`config.mk`:
```
export PLATFORM = sky130hd
export DESIGN_NAME = alu_wb_stage_flat
export DESIGN_NICKNAME = d
export VERILOG_FILES = /design/src/rtl/alu_pkg.sv /design/src/rtl/alu_wb_stage_if.sv /design/src/rtl/wb_fifo.sv /design/src/rtl/alu_wb_stage.sv /design/src/flat_wrapper.sv
export SDC_FILE = /design/constraint.sdc
export NUM_CORES = 1
export LEC_CHECK = 0
export BUFFER_PORTS_ARGS = -buffer_cell sky130_fd_sc_hd__buf_4
export CORE_ASPECT_RATIO = 1.2
export CORE_MARGIN = 4
export CORE_UTILIZATION = 48
export DETAILED_ROUTE_END_ITERATION = 8
export GPL_TIMING_DRIVEN = 0
export PLACE_DENSITY = 0.72
export SETUP_SLACK_MARGIN = 0.3
export SLEW_MARGIN = 20
export SYNTH_ARGS = -nofsm -noshare
export SYNTH_HDL_FRONTEND = slang
export SYNTH_HIERARCHICAL = 1
export SYNTH_SLANG_ARGS = --single-unit
```
`constraint.sdc`:
```
create_clock -name clock -period 4.9 [get_ports clock]
set_clock_uncertainty 0.15 [all_clocks]
set_input_delay 0.98 -clock clock [delete_from_list [all_inputs] [get_ports clock]]
set_output_delay 0.98 -clock clock [all_outputs]
set_load 0.005 [all_outputs]
```
`src/rtl/alu_pkg.sv`:
```
// alu_pkg: opcodes, rstatus codes and the writeback entry shared by the ALU writeback slice
package alu_pkg;
    localparam logic [4:0] OP_ADD      = 5'b00000;
    localparam logic [4:0] OP_SUBTRACT = 5'b00001;
    localparam logic [4:0] OP_AND      = 5'b00010;
    localparam logic [4:0] OP_OR       = 5'b00011;
    localparam logic [4:0] OP_SLL      = 5'b00100;
    localparam logic [4:0] OP_SRA      = 5'b00101;
    localparam logic [31:0] RSTATUS_ADD = 32'd1;
    localparam logic [31:0] RSTATUS_SUB = 32'd3;
    typedef struct packed {
        logic [31:0] result;
        logic [4:0]  opcode;
        logic [4:0]  rd;
        logic        ovf;
        logic        ne;
        logic        lt;
    } wb_entry_t;
endpackage

```
`src/rtl/alu_wb_stage_if.sv`:
```
// alu_wb_stage_if: ALU result handshake, register-file write port and committed-state outputs
interface alu_wb_stage_if #(parameter int CNT_W = 16);
    logic             in_valid;
    logic             in_ready;
    logic [31:0]      in_result;
    logic [4:0]       in_opcode;
    logic [4:0]       in_rd;
    logic             in_overflow;
    logic             in_isNotEqual;
    logic             in_isLessThan;
    logic             wb_grant;
    logic             ctrl_writeEnable;
    logic [4:0]       ctrl_writeReg;
    logic [31:0]      data_writeReg;
    logic             last_isNotEqual;
    logic             last_isLessThan;
    logic [CNT_W-1:0] commit_count;
    modport master (
        output in_valid, in_result, in_opcode, in_rd, in_overflow, in_isNotEqual, in_isLessThan, wb_grant,
        input  in_ready, ctrl_writeEnable, ctrl_writeReg, data_writeReg, last_isNotEqual, last_isLessThan, commit_count
    );
    modport slave (
        input  in_valid, in_result, in_opcode, in_rd, in_overflow, in_isNotEqual, in_isLessThan, wb_grant,
        output in_ready, ctrl_writeEnable, ctrl_writeReg, data_writeReg, last_isNotEqual, last_isLessThan, commit_count
    );
endinterface

```
`src/rtl/wb_fifo.sv`:
```
// wb_fifo: DEPTH-entry circular buffer of writeback entries with registered occupancy count
module wb_fifo
    import alu_pkg::*;
#(
    parameter int DEPTH = 2,
    localparam int AW = $clog2(DEPTH),
    localparam int CW = $clog2(DEPTH) + 1
) (
    input  logic          clock,
    input  logic          resetn,
    input  logic          push,
    input  logic          pop,
    input  wb_entry_t     din,
    output wb_entry_t     head,
    output logic [CW-1:0] count
);
    wb_entry_t mem [DEPTH];
    logic [AW-1:0] wr_ptr;
    logic [AW-1:0] rd_ptr;
    assign head = mem[rd_ptr];
    // pointers wrap naturally because DEPTH is a power of two
    always_ff @(posedge clock) begin
        if (!resetn) begin
            wr_ptr <= '0;
            rd_ptr <= '0;
            count  <= '0;
        end else begin
            wr_ptr <= push ? wr_ptr + AW'(1) : wr_ptr;
            rd_ptr <= pop ? rd_ptr + AW'(1) : rd_ptr;
            count  <= count + CW'(push) - CW'(pop);
        end
    end
    // storage needs no reset; entries only become visible through count
    always_ff @(posedge clock) begin
        if (push) mem[wr_ptr] <= din;
    end
endmodule

```
`src/rtl/alu_wb_stage.sv`:
```
// alu_wb_stage: buffers ALU results and drains them to the register-file write port on grant.
// Optional macro OVF_RSTATUS_EN redirects ADD/SUBTRACT overflow to the rstatus register.
module alu_wb_stage
    import alu_pkg::*;
#(
    parameter int DEPTH       = 2,
    parameter int RSTATUS_REG = 30,
    parameter int CNT_W       = 16
) (
    input logic           clock,
    input logic           resetn,
    alu_wb_stage_if.slave bus
);
    localparam int CW = $clog2(DEPTH) + 1;
    wb_entry_t     din;
    wb_entry_t     head;
    logic [CW-1:0] count;
    logic          push;
    logic          pop;
    logic          nonempty;
    logic          redir;
    logic          we;
    logic [4:0]    eff_rd;
    logic [31:0]   eff_data;
    assign din = '{
        result: bus.in_result,
        opcode: bus.in_opcode,
        rd:     bus.in_rd,
        ovf:    bus.in_overflow,
        ne:     bus.in_isNotEqual,
        lt:     bus.in_isLessThan
    };
    assign bus.in_ready = count < CW'(DEPTH);
    assign push         = bus.in_valid & bus.in_ready;
    assign nonempty     = count != '0;
`ifdef OVF_RSTATUS_EN
    assign redir    = head.ovf & (head.opcode == OP_ADD | head.opcode == OP_SUBTRACT);
    assign eff_data = redir ? (head.opcode == OP_ADD ? RSTATUS_ADD : RSTATUS_SUB) : head.result;
`else
    logic unused_head;
    assign unused_head = ^{head.ovf, head.opcode};
    assign redir       = 1'b0;
    assign eff_data    = head.result;
`endif
    assign eff_rd               = redir ? 5'(RSTATUS_REG) : head.rd;
    assign we                   = nonempty & bus.wb_grant & (eff_rd != '0);
    assign pop                  = nonempty & (bus.wb_grant | eff_rd == '0);
    assign bus.ctrl_writeEnable = we;
    assign bus.ctrl_writeReg    = nonempty ? eff_rd : '0;
    assign bus.data_writeReg    = nonempty ? eff_data : '0;
    wb_fifo #(.DEPTH(DEPTH)) u_fifo (
        .clock (clock),
        .resetn(resetn),
        .push  (push),
        .pop   (pop),
        .din   (din),
        .head  (head),
        .count (count)
    );
    // retiring entries update the sticky compare flags; only real writes bump the saturating counter
    always_ff @(posedge clock) begin
        if (!resetn) begin
            bus.last_isNotEqual <= 1'b0;
            bus.last_isLessThan <= 1'b0;
            bus.commit_count    <= '0;
        end else begin
            if (pop) begin
                bus.last_isNotEqual <= head.ne;
                bus.last_isLessThan <= head.lt;
            end
            if (we && !(&bus.commit_count)) bus.commit_count <= bus.commit_count + CNT_W'(1);
        end
    end
endmodule

```
`src/flat_wrapper.sv`:
```
// flat-port wrapper written by rule: the top's interface ports become plain ports
module alu_wb_stage_flat import alu_pkg::*;
#(
    parameter int DEPTH       = 2,
    parameter int RSTATUS_REG = 30,
    parameter int CNT_W       = 16
)
  (clock, resetn, bus_in_valid, bus_in_result, bus_in_opcode, bus_in_rd, bus_in_overflow, bus_in_isNotEqual, bus_in_isLessThan, bus_wb_grant, bus_in_ready, bus_ctrl_writeEnable, bus_ctrl_writeReg, bus_data_writeReg, bus_last_isNotEqual, bus_last_isLessThan, bus_commit_count);
  alu_wb_stage_if #(.CNT_W(CNT_W)) bus_i ();
  input logic clock;
  input logic resetn;
  input wire logic [$bits(bus_i.in_valid)-1:0] bus_in_valid;
  input wire logic [$bits(bus_i.in_result)-1:0] bus_in_result;
  input wire logic [$bits(bus_i.in_opcode)-1:0] bus_in_opcode;
  input wire logic [$bits(bus_i.in_rd)-1:0] bus_in_rd;
  input wire logic [$bits(bus_i.in_overflow)-1:0] bus_in_overflow;
  input wire logic [$bits(bus_i.in_isNotEqual)-1:0] bus_in_isNotEqual;
  input wire logic [$bits(bus_i.in_isLessThan)-1:0] bus_in_isLessThan;
  input wire logic [$bits(bus_i.wb_grant)-1:0] bus_wb_grant;
  output wire logic [$bits(bus_i.in_ready)-1:0] bus_in_ready;
  output wire logic [$bits(bus_i.ctrl_writeEnable)-1:0] bus_ctrl_writeEnable;
  output wire logic [$bits(bus_i.ctrl_writeReg)-1:0] bus_ctrl_writeReg;
  output wire logic [$bits(bus_i.data_writeReg)-1:0] bus_data_writeReg;
  output wire logic [$bits(bus_i.last_isNotEqual)-1:0] bus_last_isNotEqual;
  output wire logic [$bits(bus_i.last_isLessThan)-1:0] bus_last_isLessThan;
  output wire logic [$bits(bus_i.commit_count)-1:0] bus_commit_count;
  assign bus_i.in_valid = bus_in_valid;
  assign bus_i.in_result = bus_in_result;
  assign bus_i.in_opcode = bus_in_opcode;
  assign bus_i.in_rd = bus_in_rd;
  assign bus_i.in_overflow = bus_in_overflow;
  assign bus_i.in_isNotEqual = bus_in_isNotEqual;
  assign bus_i.in_isLessThan = bus_in_isLessThan;
  assign bus_i.wb_grant = bus_wb_grant;
  assign bus_in_ready = bus_i.in_ready;
  assign bus_ctrl_writeEnable = bus_i.ctrl_writeEnable;
  assign bus_ctrl_writeReg = bus_i.ctrl_writeReg;
  assign bus_data_writeReg = bus_i.data_writeReg;
  assign bus_last_isNotEqual = bus_i.last_isNotEqual;
  assign bus_last_isLessThan = bus_i.last_isLessThan;
  assign bus_commit_count = bus_i.commit_count;
  alu_wb_stage #(.DEPTH(DEPTH), .RSTATUS_REG(RSTATUS_REG), .CNT_W(CNT_W)) u_core (.clock(clock), .resetn(resetn), .bus(bus_i));
endmodule
```
======== Word level (Yosys, flattened, before mapping) ========
Memories as Yosys holds them, arrays and structs flattened. A register that Yosys moved wholly into a read port is not among the register bits.
Index checks and enable logic that the tools add are counted.
cells by class
  $add $sub $neg .......................... 5
  order comparisons ....................... 1
  mux-type cells .......................... 6
  bitwise logic cells ..................... 5
  reductions and logical operators ........ 6
operator list
  kind                   count
  $mux 32                1
  $add 16x1->16 const B  1
  $reduce_and 16->1      1
  $logic_not 5->1        1
  $mux 5                 1
  $reduce_bool 5->1      1
  $and 1x1->1            4
  $mux 1                 4
  $add 1x1->1 const B    2
  $add 2x1->2            1
  $lt 2x2->1 const B     1
  $reduce_bool 2->1      1
  $sub 2x1->2            1
  $logic_and 1x1->1      1
  $logic_not 1->1        1
  $or 1x1->1             1
storage, ports and cells
  bits in registers ....................... 22
  bits in writable memories ............... 90
  word-level logic and storage cells ...... 30
  memories ................................ 1
memories
  name               depth  bits a word  rd ports  clocked after memory_dff  wr ports  line           source
  u_core.u_fifo.mem  2      45           1         1                         1         wb_fifo.sv:17  wb_entry_t mem [DEPTH];

======== Logic depth before layout (Yosys ltp) ========
Gate-level depths: netlist of run 1.
  depth after elaboration ................. 5
  depth in mapped cells ................... 11
  depth with buffers taken out ............ 9

======== By module ========
The synthesis of run 1 kept the hierarchy.
by module, submodules not included
  module        instances  cells an instance  area each (um^2)  sequential area each (um^2)
  wb_fifo       1          159                3666.0            2802.7
  alu_wb_stage  1          147                1199.9            360.3

======== Worst setup path after synthesis of run 1 ========
No wires, ideal clock.
  path type ............................... input port to flip-flop
  start point ............................. input bus_in_valid
  end point ............................... memory u_core/u_fifo/mem[0][0] (netlist bit), enable pin
  arrival time ............................ 3.256 ns
  data required time ...................... 4.296 ns
  setup slack ............................. 1.039 ns
  cell stages on the path ................. 2
  path buffers ............................ 0
  cell sequence ........................... nor2b_1 > nor2b_1
on the way
  cells in the longest elaborated chain, start to end .. 3
RTL lines
  element                       line                source
  start, declared               flat_wrapper.sv:12  input wire logic [$bits(bus_i.in_valid)-1:0] bus_in_valid;
  $and 1x1->1                   alu_wb_stage.sv:34  assign push = bus.in_valid & bus.in_ready;
  $mux 1                        wb_fifo.sv:35       if (push) mem[wr_ptr] <= din;
  $mux 1 (implied by the code)  wb_fifo.sv:35
  end, declared                 wb_fifo.sv:17
No other way between the ends.

==> results.json, run 1 <==
{
  "status": "completed",
  "cts.path.max_buffers": 2,
  "grt_pass1_vias": 2652,
  "drt_iter0_markers": 58,
  "rsz0062_at_grt": "false",
  "core_area_mm2": 0.00903,
  "die_area_mm2": 0.0108,
  "grt.overflow.total": 0,
  "end_kind": "output port",
  "clk_latency_ns": 0.35,
  "slew_viol_final": 0,
  "hpwl_mm": 5.61,
  "cpMostUsedCell": "buf_6",
  "clock-root-buffer": "clkbuf_8",
  "crit_required_ns": 3.77,
  "ff2ff_path_depth": 11,
  "numCtsBuffers": 9,
  "max_freq_ghz": 0.278,
  "whs_path_depth": 2,
  "hold_viol": 0,
  "finalSetupViolCount": 0,
  "p_per_area_mw_per_mm2": 458,
  "die_w_um": 95.6,
  "grt_max_degree": 28,
  "grt_antenna_before_repair": 0,
  "vias_per_cell": 4.81,
  "power.total_mw": 2.55,
  "slowest_stage": "or4_4",
  "maxCapViolCount": 0,
  "wirelength_mm": 7.83,
  "io-pin-count": 106,
  "first_pass_iters": 4,
  "htree_num_levels": 3,
  "cts.sink_count": 101,
  "ctsResizeCount": 0,
  "ys.warnings.count": 6,
  "nFillCells": 765,
  "place.gp.congestion": 0.719,
  "start_kind": "flop",
  "antenna_cells": 0,
  "synth_cells": 288,
  "tightest_slew_ns": 0.675,
  "synth.avg_cell_area_um2": 15.3,
  "drc": 0,
  "fin_ws_ns": 1.31,
  "tritoncts": "done",
  "area_growth_pct": 26.2,
  "peakVddDrop_mv": 0.282,
  "rows": 38,
  "ant_nets": 0,
  "path_cells": "buf_6 > buf_12 > mux2_4 > or4_4 > o221ai_4 > buf_6 > inv_1 > buf_4",
  "ctsHoldBuffers": 0,
  "fin_tns_setup_ns": 0,
  "synth_area_mm2": 0.00442,
  "grt_use_total": 0.155,
  "crit_fanout": 10,
  "port_buffers": 99,
  "avgRoutedWirePerCell_um": 14.9,
  "critical_path_class": "reg -> out",
  "crit_arrival_ns": 2.46,
  "post-route-min-period_ns": 3.59,
  "final_nets": 452,
  "max_stage_delay_ns": 0.54,
  "die_y_um": 113,
  "cts_setup_buffers": 0,
  "grt_pass1_wl_mm": 12.6,
  "vias": 2525,
  "worst_hold_path_type": "reg -> reg",
  "period_share": 0.733,
  "pre_cts_slack_ns": 1.66,
  "start_util": 0.489,
  "leakage_nw": 2.18,
  "clkTransAtPathRegs_ns": 0.09,
  "slew_headroom": 0.549,
  "syn_nets": 340,
  "drive_gt1_frac": 0.420
}
## routing by layer
metal	part of all wire	up-vias	global-route usage	routed length [um]
met5	0	-	0	0
met4	0.017	0	0.0531	133
met3	0.065	11	0.0545	509
met2	0.53	65	0.273	4180
met1	0.38	1185	0.169	3010
li1	-	1264	-	-
## state kept, by name, summed over array words and instances, names as in the netlist, named ones only
name,flops
u_core/bus.commit_count,16
u_core/bus.last_isLessThan,1
u_core/bus.last_isNotEqual,1
u_core/u_fifo/count,2
u_core/u_fifo/mem,78
u_core/u_fifo/rd_ptr,1
u_core/u_fifo/wr_ptr,1
## per-stage QoR
stage / hold slack [ns] / std cells / utilization / cell area, um^2
2_1_floorplan: 0.333 / 288 / - / 4420
3_3_place_gp: 0.333 / 507 / 0.588 / 5310
3_5_place_dp: 0.355 / 509 / 0.593 / 5360
4_1_cts: 0.373 / 525 / 0.617 / 5570
5_1_grt: 0.413 / 525 / 0.617 / 5570
6_report: 0.372 / 525 / 0.617 / 5570
## power by group
part	leakage (nW)	internal (mW)	switching [mW]
Sequential	0.914	1.05	0.0439
Clock	0.100	0.290	0.269
Combinational	1.16	0.531	0.364
Total	2.18	1.87	0.678
## placed cells by master, fill, tap and decap left out, types with 2 or more instances in the layout
cell type / instances
buf_4: 100
edfxtp_1: 78
nor2b_1: 40
mux2_4: 34
dfxtp_1: 23
nor2_1: 17
xnor2_1: 10
clkbuf_8: 9
inv_1: 7
nand3_1: 7
nand2_1: 7
clkbuf_1: 6
buf_12: 6
mux2i_1: 5
mux2_2: 5
nor3_1: 4
nand4_1: 3
nor4_1: 3
nand2b_1: 3
ha_1: 3
and2_1: 3
clkinvlp_4: 2
bufinv_16: 2
buf_6: 2
a21oi_1: 2
and3_1: 2
nor4b_1: 2
## cell type report
type                       instances  area, um^2  share of cell area
clock buffer                      11         131              0.0236
buffer                            11         125              0.0225
inverter                           7        26.3             0.00471
tap                              120         150              0.0269
clock inverter                     5        83.8              0.0150
sequential                       101        2800               0.503
multi-input combinational        169        1470               0.264
timing repair buffer             101         783               0.141
## path summary, 6_finish.rpt
check	startpoint	end	slack, ns
worst min-delay path	u_core/bus.commit_count[11]	u_core/bus.commit_count[11]	0.37
worst min register to register	u_core/bus.commit_count[11]	u_core/bus.commit_count[11]	0.37
worst max register to register	flop	u_core/u_fifo/count[1]	1.94
worst max-delay path	flop	bus_ctrl_writeEnable	1.31
## worst max-delay path, delay by kind of cell, from the launching register on
kind / cells / cell delay, ns
compound gates: 1 / 0.23
buf+inv: 5 / 0.69
flops: 1 / 0.34
mux: 1 / 0.31
simple gates: 1 / 0.54
Note: power is estimated with default switching activity, not from simulation.
==> inputs of run 2 (changes only) <==
--- a/config.mk
+++ b/config.mk
@@ -11,7 +11,7 @@
 export CORE_UTILIZATION = 48
 export DETAILED_ROUTE_END_ITERATION = 8
 export GPL_TIMING_DRIVEN = 0
-export PLACE_DENSITY = 0.72
+export PLACE_DENSITY = 0.75
 export SETUP_SLACK_MARGIN = 0.3
 export SLEW_MARGIN = 20
 export SYNTH_ARGS = -nofsm -noshare
==> constraint.sdc (replaced) <==
create_clock -name clock -period 3.2 [get_ports clock]
set_clock_uncertainty 0.15 [all_clocks]
set_input_delay 0.64 -clock clock [delete_from_list [all_inputs] [get_ports clock]]
set_output_delay 0.64 -clock clock [all_outputs]
set_load 0.005 [all_outputs]
==> results.json, run 2 (synthesized netlist as in run 1, its figures left out) <==
{
  "numCtsBuffers": 9,
  "hpwl_mm": 5.77,
  "cts.path.max_buffers": 2,
  "start_util": 0.489,
  "wl_met3_um": 457,
  "drive_gt1_frac": 0.440,
  "maxCapViolCount": 0,
  "period_share": 0.945,
  "slew_headroom": 0.648,
  "hold_end": "u_core/u_fifo/mem[1][31]",
  "first_pass_iters": 4,
  "wirelength_mm": 7.97,
  "design_area_mm2": 0.00560,
  "placedInstanceArea_mm2": 0.00536,
  "whs_path_depth": 1,
  "largest-register": "u_core/u_fifo/mem",
  "final_cell_mix": "buf_4 (104), edfxtp_1 (78), nor2b_1 (40), mux2_4 (34), dfxtp_1 (22)",
  "status": "completed",
  "drc": 0,
  "crit_required_ns": 2.41,
  "critical_path_class": "reg -> out",
  "slew_viol_final": 0,
  "die_w_um": 95.6,
  "p_per_area_mw_per_mm2": 690,
  "cts.sink_count": 101,
  "place.gp.congestion": 0.720,
  "io-pin-count": 106,
  "hold_viol": 0,
  "grt_antenna_before_repair": 0,
  "ctsHoldBuffers": 0,
  "vias": 2580,
  "grt.overflow.total": 0,
  "die_area_mm2": 0.0108,
  "peakVddDrop_mv": 0.397,
  "grt_pass1_vias": 2642,
  "finalSetupViolCount": 0,
  "met2RoutedLength_mm": 4.30,
  "min_from": "bus_in_result[18]",
  "crit_fanout": 4,
  "max_freq_ghz": 0.331,
  "rsz0062_at_grt": "true",
  "avgRoutedWirePerCell_um": 15.1,
  "port_buffers": 99,
  "r2r_end": "u_core/u_fifo/count[1]",
  "grt_use_total": 0.154,
  "die_y_um": 113,
  "grt_max_degree": 27,
  "tritoncts": "done",
  "tightest_slew_ns": 0.524,
  "final_nets": 457,
  "antenna_cells": 0,
  "dr.max_layer_used": "met4",
  "final_common_cell": "buf_4",
  "rrSetupSlack_ns": 0.49,
  "vias_per_cell": 4.88,
  "largest_reg_flops": 78,
  "start_kind": "flop",
  "worst_hold_path_type": "in -> reg",
  "clkTransAtPathRegs_ns": 0.09,
  "core_area_mm2": 0.00903,
  "leakage_nw": 2.18,
  "fin_tns_setup_ns": 0,
  "clock-root-buffer": "clkbuf_8",
  "drt_iter0_markers": 84,
  "ant_nets": 0,
  "largest_registers": "u_core/u_fifo/mem (78), u_core/bus.commit_count (16), u_core/u_fifo/count (2)",
  "clk_latency_ns": 0.35,
  "area_growth_pct": 26.7,
  "crit_arrival_ns": 2.23,
  "end_kind": "output port",
  "htree_num_levels": 3,
  "grt_pass1_wl_mm": 12.5,
  "wl_met1_mm": 3.06,
  "rows": 38,
  "ff2ff_path_depth": 11,
  "post-route-min-period_ns": 3.02
}
==> run 2: layer usage <==
| metal | GRT usage | vias up |
|---|---|---|
| li1 | - | 1274 |
| met1 | 0.164 | 1227 |
| met2 | 0.278 | 69 |
| met3 | 0.0525 | 10 |
| met4 | 0.0579 | 0 |
| met5 | 0 | - |
==> run 2: metrics by stage <==
step / hold WS, ns / util / worst slack, ns / instances / power, mW
3_5_place_dp: 0.347 / 0.593 / 0.293 / 509 / 3.11
2_1_floorplan: 0.333 / - / 0.525 / 288 / 2.57
4_1_cts: 0.291 / 0.619 / 0.101 / 529 / 3.93
5_1_grt: 0.276 / 0.619 / 0.0879 / 529 / 4.09
6_report: 0.319 / 0.619 / 0.176 / 529 / 3.86
3_3_place_gp: 0.330 / 0.588 / 0.0267 / 507 / 3.06
==> run 2: repair_timing <==
item,4_1_cts,5_1_grt
buffers inserted,5,0
pin swaps,2,1
setup endpoints to repair,13,2
gates resized for setup,5,1
==> run 2: final cells by class <==
cell class,instances,area (um^2)
Timing Repair Buffer,106,825
Clock inverter,6,63.8
Tap cell,120,150
Clock buffer,9,124
Inverter,7,26.3
Buffer,11,129
Sequential cell,101,2800
Multi-Input combinational cell,169,1470
Fill cell,706,3440
==> run 2: worst max-delay path by stage <==
stage,cells past startpoint,endpoint
6_report,8,bus_ctrl_writeEnable
2_1_floorplan,11,u_core/u_fifo/count[1]
3_5_place_dp,8,bus_ctrl_writeEnable
5_1_grt,8,bus_ctrl_writeEnable
3_3_place_gp,3,u_core/u_fifo/mem[0][0]
4_1_cts,8,bus_ctrl_writeEnable
==> run 2: worst max-delay path, cell delays in order (launching register included) <==
cell,delay [ns]
dfxtp_2,0.33
buf_8,0.13
buf_12,0.12
mux2_4,0.29
or4_4,0.57
o221ai_4,0.18
buf_6,0.13
inv_2,0.03
buf_6,0.10
==> run 2: where the power goes <==
part	internal, mW	switching [mW]
sequential	1.61	0.0700
combinational	0.848	0.562
clock	0.356	0.411
